--- src/rtl/triloc_bmr_sched.sv ---
// triloc_bmr_sched: sequencer for the TriLoc BMR trilateration core.
//
// Collects anchor A/B/C coordinates and the Q radii word through four independent
// valid/ready slots. It holds the collected operands on core_p0..core_p3 and waits
// CORE_LAT settle cycles. It then samples core_o and presents the signed position
// on a valid/ready result port.
//
// Build option: define TRILOC_DIV3_EN to include a sequential divide-by-3 of both
// coordinates. Without it, the raw core output is forwarded.
//
// Ports:
//   clk, rst                 rising-edge clock, asynchronous active-high reset
//   pK_valid/pK_ready/pK_data  party offers, K=0..2 ({x,y}, 2N bits), K=3 ({rA,rB,rC}, 3N+3)
//   core_p0..core_p3         registered operands driven into the core
//   core_o                   core result {xM[N+3:0], yM[N+3:0]}, signed
//   res_valid/res_ready      result handshake
//   res_x, res_y             signed result coordinates (N+4 bits)
//   busy                     high whenever not collecting operands
module triloc_bmr_sched #(
    parameter int unsigned N        = 8,
    parameter int unsigned CORE_LAT = 2
) (
    input  logic             clk,
    input  logic             rst,
    input  logic             p0_valid,
    output logic             p0_ready,
    input  logic [2*N-1:0]   p0_data,
    input  logic             p1_valid,
    output logic             p1_ready,
    input  logic [2*N-1:0]   p1_data,
    input  logic             p2_valid,
    output logic             p2_ready,
    input  logic [2*N-1:0]   p2_data,
    input  logic             p3_valid,
    output logic             p3_ready,
    input  logic [3*N+2:0]   p3_data,
    output logic [2*N-1:0]   core_p0,
    output logic [2*N-1:0]   core_p1,
    output logic [2*N-1:0]   core_p2,
    output logic [3*N+2:0]   core_p3,
    input  logic [2*N+7:0]   core_o,
    output logic             res_valid,
    input  logic             res_ready,
    output logic [N+3:0]     res_x,
    output logic [N+3:0]     res_y,
    output logic             busy
);

    localparam int unsigned CntW = (CORE_LAT < 2) ? 1 : $clog2(CORE_LAT + 1);

    typedef enum logic [2:0] {
        StCollect,
        StWait,
        StCapture,
        StDiv,
        StDone
    } state_e;

    state_e            state_q, state_d;
    logic [3:0]        full_q, full_d;
    logic [CntW-1:0]   cnt_q, cnt_d;
    logic [3:0]        ready_vec;
    logic [3:0]        accept;
    logic [N+3:0]      core_x, core_y;
    logic [N+3:0]      res_x_q, res_y_q;

    assign ready_vec = (state_q == StCollect) ? ~full_q : 4'b0000;
    assign accept    = {p3_valid, p2_valid, p1_valid, p0_valid} & ready_vec;
    assign p0_ready  = ready_vec[0];
    assign p1_ready  = ready_vec[1];
    assign p2_ready  = ready_vec[2];
    assign p3_ready  = ready_vec[3];
    assign res_valid = (state_q == StDone);
    assign busy      = (state_q != StCollect);
    assign res_x     = res_x_q;
    assign res_y     = res_y_q;
    assign core_x    = core_o[2*N+7:N+4];
    assign core_y    = core_o[N+3:0];

`ifdef TRILOC_DIV3_EN
    localparam int unsigned DivW = $clog2(N + 4);

    logic [N+3:0]    qx_q, qy_q;
    logic [1:0]      rx_q, ry_q;
    logic            negx_q, negy_q;
    logic [DivW-1:0] dcnt_q;
    logic [N+5:0]    stepx, stepy;
    logic            div_last;

    // One restoring step: shift the next dividend bit into the remainder and
    // shift the quotient bit in at the bottom of the same register.
    function automatic logic [N+5:0] div_step(input logic [N+3:0] q, input logic [1:0] r);
        logic [2:0] t;
        logic [2:0] d;
        t = {r, q[N+3]};
        d = t - 3'd3;
        if (t >= 3'd3) begin
            div_step = {d[1:0], q[N+2:0], 1'b1};
        end else begin
            div_step = {t[1:0], q[N+2:0], 1'b0};
        end
    endfunction

    assign stepx    = div_step(qx_q, rx_q);
    assign stepy    = div_step(qy_q, ry_q);
    assign div_last = (dcnt_q == DivW'(N + 3));
`endif

    // Next-state logic.
    always_comb begin
        state_d = state_q;
        full_d  = full_q;
        cnt_d   = cnt_q;
        case (state_q)
            StCollect: begin
                full_d = full_q | accept;
                if (&full_d) begin
                    state_d = StWait;
                    cnt_d   = '0;
                end
            end
            StWait: begin
                if (cnt_q == CntW'(CORE_LAT - 1)) begin
                    state_d = StCapture;
                end else begin
                    cnt_d = cnt_q + 1'b1;
                end
            end
            StCapture: begin
`ifdef TRILOC_DIV3_EN
                state_d = StDiv;
`else
                state_d = StDone;
`endif
            end
            StDiv: begin
`ifdef TRILOC_DIV3_EN
                if (div_last) begin
                    state_d = StDone;
                end
`else
                state_d = StCollect;
`endif
            end
            StDone: begin
                if (res_ready) begin
                    state_d = StCollect;
                    full_d  = '0;
                end
            end
            default: state_d = StCollect;
        endcase
    end

    always_ff @(posedge clk or posedge rst) begin
        if (rst) begin
            state_q <= StCollect;
            full_q  <= '0;
            cnt_q   <= '0;
        end else begin
            state_q <= state_d;
            full_q  <= full_d;
            cnt_q   <= cnt_d;
        end
    end

    // Operand slots: written only on acceptance, so they stay stable until the
    // next collection overwrites them.
    always_ff @(posedge clk or posedge rst) begin
        if (rst) begin
            core_p0 <= '0;
            core_p1 <= '0;
            core_p2 <= '0;
            core_p3 <= '0;
        end else begin
            if (accept[0]) core_p0 <= p0_data;
            if (accept[1]) core_p1 <= p1_data;
            if (accept[2]) core_p2 <= p2_data;
            if (accept[3]) core_p3 <= p3_data;
        end
    end

`ifdef TRILOC_DIV3_EN
    // Divide sign-magnitude: the magnitude of -2^(N+3) wraps to itself, which is
    // correct when read as unsigned N+4 bits.
    always_ff @(posedge clk or posedge rst) begin
        if (rst) begin
            qx_q    <= '0;
            qy_q    <= '0;
            rx_q    <= '0;
            ry_q    <= '0;
            negx_q  <= 1'b0;
            negy_q  <= 1'b0;
            dcnt_q  <= '0;
            res_x_q <= '0;
            res_y_q <= '0;
        end else begin
            case (state_q)
                StCapture: begin
                    negx_q <= core_x[N+3];
                    negy_q <= core_y[N+3];
                    qx_q   <= core_x[N+3] ? -core_x : core_x;
                    qy_q   <= core_y[N+3] ? -core_y : core_y;
                    rx_q   <= '0;
                    ry_q   <= '0;
                    dcnt_q <= '0;
                end
                StDiv: begin
                    qx_q   <= stepx[N+3:0];
                    qy_q   <= stepy[N+3:0];
                    rx_q   <= stepx[N+5:N+4];
                    ry_q   <= stepy[N+5:N+4];
                    dcnt_q <= dcnt_q + 1'b1;
                    if (div_last) begin
                        res_x_q <= negx_q ? -stepx[N+3:0] : stepx[N+3:0];
                        res_y_q <= negy_q ? -stepy[N+3:0] : stepy[N+3:0];
                    end
                end
                default: ;
            endcase
        end
    end
`else
    always_ff @(posedge clk or posedge rst) begin
        if (rst) begin
            res_x_q <= '0;
            res_y_q <= '0;
        end else if (state_q == StCapture) begin
            res_x_q <= core_x;
            res_y_q <= core_y;
        end
    end
`endif

endmodule

--- config.mk ---
export PLATFORM = sky130hd
export DESIGN_NAME = triloc_bmr_sched
export DESIGN_NICKNAME = d
export VERILOG_FILES = /design/src/rtl/triloc_bmr_sched.sv
export SDC_FILE = /design/constraint.sdc
export NUM_CORES = 1
export LEC_CHECK = 0
export ABC_AREA = 1
export CAP_MARGIN = 20
export CORE_ASPECT_RATIO = 0.5
export CORE_UTILIZATION = 45
export CTS_BUF_LIST = sky130_fd_sc_hd__clkbuf_4 sky130_fd_sc_hd__clkbuf_8
export DETAILED_ROUTE_END_ITERATION = 10
export PLACE_DENSITY = 0.93
export SYNTH_ARGS = -nofsm -noshare
export SYNTH_HDL_FRONTEND = slang
export SYNTH_SLANG_ARGS = --single-unit
--- constraint.sdc ---
create_clock -name clk -period 6 [get_ports clk]
set_input_delay 0.9 -clock clk [delete_from_list [all_inputs] [get_ports clk]]
set_output_delay 0.9 -clock clk [all_outputs]
set_load 0.02 [all_outputs]
==> results by group <==
Status
  • Run status: finished clean

Global routing
  • Largest net degree at the start of global routing: 59
  • GRT Total Usage: 23.5%
  • Initial antenna violation count: 0
  • Remaining Overflow, GRT: 0
  • Number of global-route vias before repair: about 3400
  • Global-route wire length before repair: ~18000 µm

Routing
  • WL final: between 10000 and 15000 µm
  • Post-route ant nets: 0
  • # DRC: 0
  • Vias per cell: about 4.9
  • Pre-antenna DRT Iters: 4
  • Average wire per standard cell: ~18 µm
  • DR vias: 3036
  • Drt initial violations: 98

Worst setup path
  • Critical Path Start Type: flop
  • Required @ worst endpoint: roughly 5.1 ns
  • WS Path Type: flop to output port
  • Critical Path AT: approximately 2.0 ns
  • Max Fanout on Critical Path: 18
  • CP Capture Type: output port

Timing
  • Worst slew pin tran: 0.788 ns
  • Fmax: roughly 350 MHz
  • Post-route clock period utilization: roughly 48%
  • Worst setup margin: ~3.1 ns
  • Min cycle time layout: ~2.9 ns
  • Final setup viols: 0
  • Pins Over Slew Limit: 0
  • Final hold slack: ~0.51 ns
  • Max_slew headroom: a little under half
  • RSZ-0062 raised after global routing: false
  • Fin. Hold Viols: 0
  • Clk_skew: ~0.0057 ns
  • Total negative setup slack: 0 ns

Clock network
  • Worst-path clk slew: 0.10 ns
  • TritonCTS buffer count: 9
  • Post-CTS resize count: 0
  • Clock sinks: ~110
  • H-Tree Level Count: 3
  • Clk root buf: clkbuf_8
  • Clock buffer depth: 2
  • CTS tree: yes
  • Hold_buf cts: 0
  • Postcts setup bufs: 0
  • Clock Latency Late Sink: approximately 0.38 ns

Finish
  • Antenna cell count: 0
  • Core Util, Final: 74.9%
  • Post-route cell area: 6750 µm²
  • Final-stage net count: between 600 and 700
  • Finished Layout Cells: 617
  • Filler cell count: around 580
  • Seq. cell area: 2700 µm²
  • Multi-input combinational cell area: 1450 µm²
  • Synthesis-to-layout area growth: 56.5%
  • Fraction of layout cells with a size suffix above 1: 25.0%

Die
  • Die width: about 140 µm
  • Initial Util: a little under half
  • Die H: ~70 µm
  • Core region area: about 9000 µm²
  • Die area: 10000 µm²
  • FP Rows: 24
  • I/O pin count: 211

Pwr
  • Power Density: between 500 and 600 nW/µm²
  • Leak: about 2.9 nW
  • Power Total: between 3 and 4 mW
  • VDD IR max: about 0.26 mV

Synthesis
  • #FFs+latches synth: ~110
  • Sequential area share after synthesis: a little over three fifths
  • Syn Inst Count: between 200 and 300
  • Synth Cell Area: approximately 4300 µm²
  • Synth warn: 0
  • Synth unique cells: 20
  • Synthesized Nets: between 300 and 400
  • Syn Area/Cell: 15.4 µm²

Job
  • # Max-Cap Violations: 0

Worst hold path
  • Type of the tightest min-delay check: flop to flop

Placed design
  • Post-DP HPWL: approximately 8100 µm
  • Dpl ws: approximately 3.3 ns
  • GP Congestion: between 0.7 and 0.8
  • Dpl cells: 601
  • Port Buffers: between 200 and 250
  • Placed inst area: roughly 6500 µm²
-- layout make-up --
class	instances	share of cell area (%)
clock buffer	9	1.84
clock inverter	7	1.71
inverter	21	1.21
multi-input combinational	142	21.5
sequential	108	40.1
tap	117	2.17
timing repair buffer	213	31.5
-- critical path: stages, from the launching register on --
cell and delay (ns):
dfrtp_1 0.43, inv_1 0.16, nand2_4 0.18, nor2_1 0.15, clkdlybuf4s50_1 0.65
-- placed cells by master (no fill, tap or decap) --
master and count:
nor2_4 1, buf_4 3, clkinvlp_4 2, nand3_1 4, o21ai_0 7, inv_1 20
nor3_4 4, nand2_4 1, clkbuf_8 9, mux2_4 20, bufinv_16 3, nor4_1 1
mux2_2 79, nand2_1 13, nor2_1 7, a21oi_1 1, o21bai_1 1, clkinv_2 2
ha_1 1, dfrtp_1 108, clkdlybuf4s50_1 210, nand4_1 2, inv_4 1
-- registers in the layout (all words and copies together) (netlist names) --
name,flops
core_p1,16
state_q,3
res_x,12
core_p3,27
res_y,12
core_p2,16
cnt_q,2
core_p0,16
full_q,4
-- synth_stat cells --
library cell,instances,area (µm²)
mux2_4,20,300
ha_1,1,12.5
dfrtp_1,108,2700
nand4_1,2,12.5
buf_12,2,40.0
nor2_4,1,11.3
o21ai_0,7,35.0
nand2_1,13,48.8
buf_1,1,3.75
o21bai_1,1,7.51
nor2_1,7,26.3
nor4_1,1,6.26
nor3_4,4,65.1
nand2_4,1,11.3
inv_1,21,78.8
buf_2,2,10.0
mux2_2,79,890
a21oi_1,1,5.00
buf_4,3,22.5
nand3_1,4,20.0
-- logic make-up (layout without fill, tap and decap cells) --
family | count (synthesis) | count (layout) | share of synthesized area, %
adders and majority gates | 1 | 1 | 0.290
and+or+nand+nor | 33 | 33 | 4.67
buffers and inverters | 29 | 250 | 3.60
DFF | 108 | 108 | 62.7
AOI/OAI and AO/OA | 9 | 9 | 1.10
muxes | 99 | 99 | 27.6
-- routing by layer --
layer,wire length [µm],track usage [%]
met1,4050,24.1
met2,6080,44.9
met3,380,5.55
met4,461,13.4
met5,0,0
-- report_power, final --
group	total (mW)	switching, mW	internal [mW]
Combinational	2.13	0.999	1.14
Sequential	1.31	0.212	1.10
Clock	0.525	0.250	0.275
-- worst paths after layout --
kind / depth (start not counted) / slack, ns / endpoint / start
setup / recovery: 4 / 3.14 / p0_ready / state_q[2]
hold / removal: 1 / 0.51 / res_x[7] / res_x[7]
setup reg to reg: 4 / 4.04 / core_p1[11] / state_q[2]
hold reg to reg: 1 / 0.51 / res_x[7] / res_x[7]
max in group asynchronous: 3 / 3.86 / core_p0[7] / rst
min in group asynchronous: 2 / 0.96 / core_p0[14] / rst
Note: power is estimated with default switching activity, not from simulation.
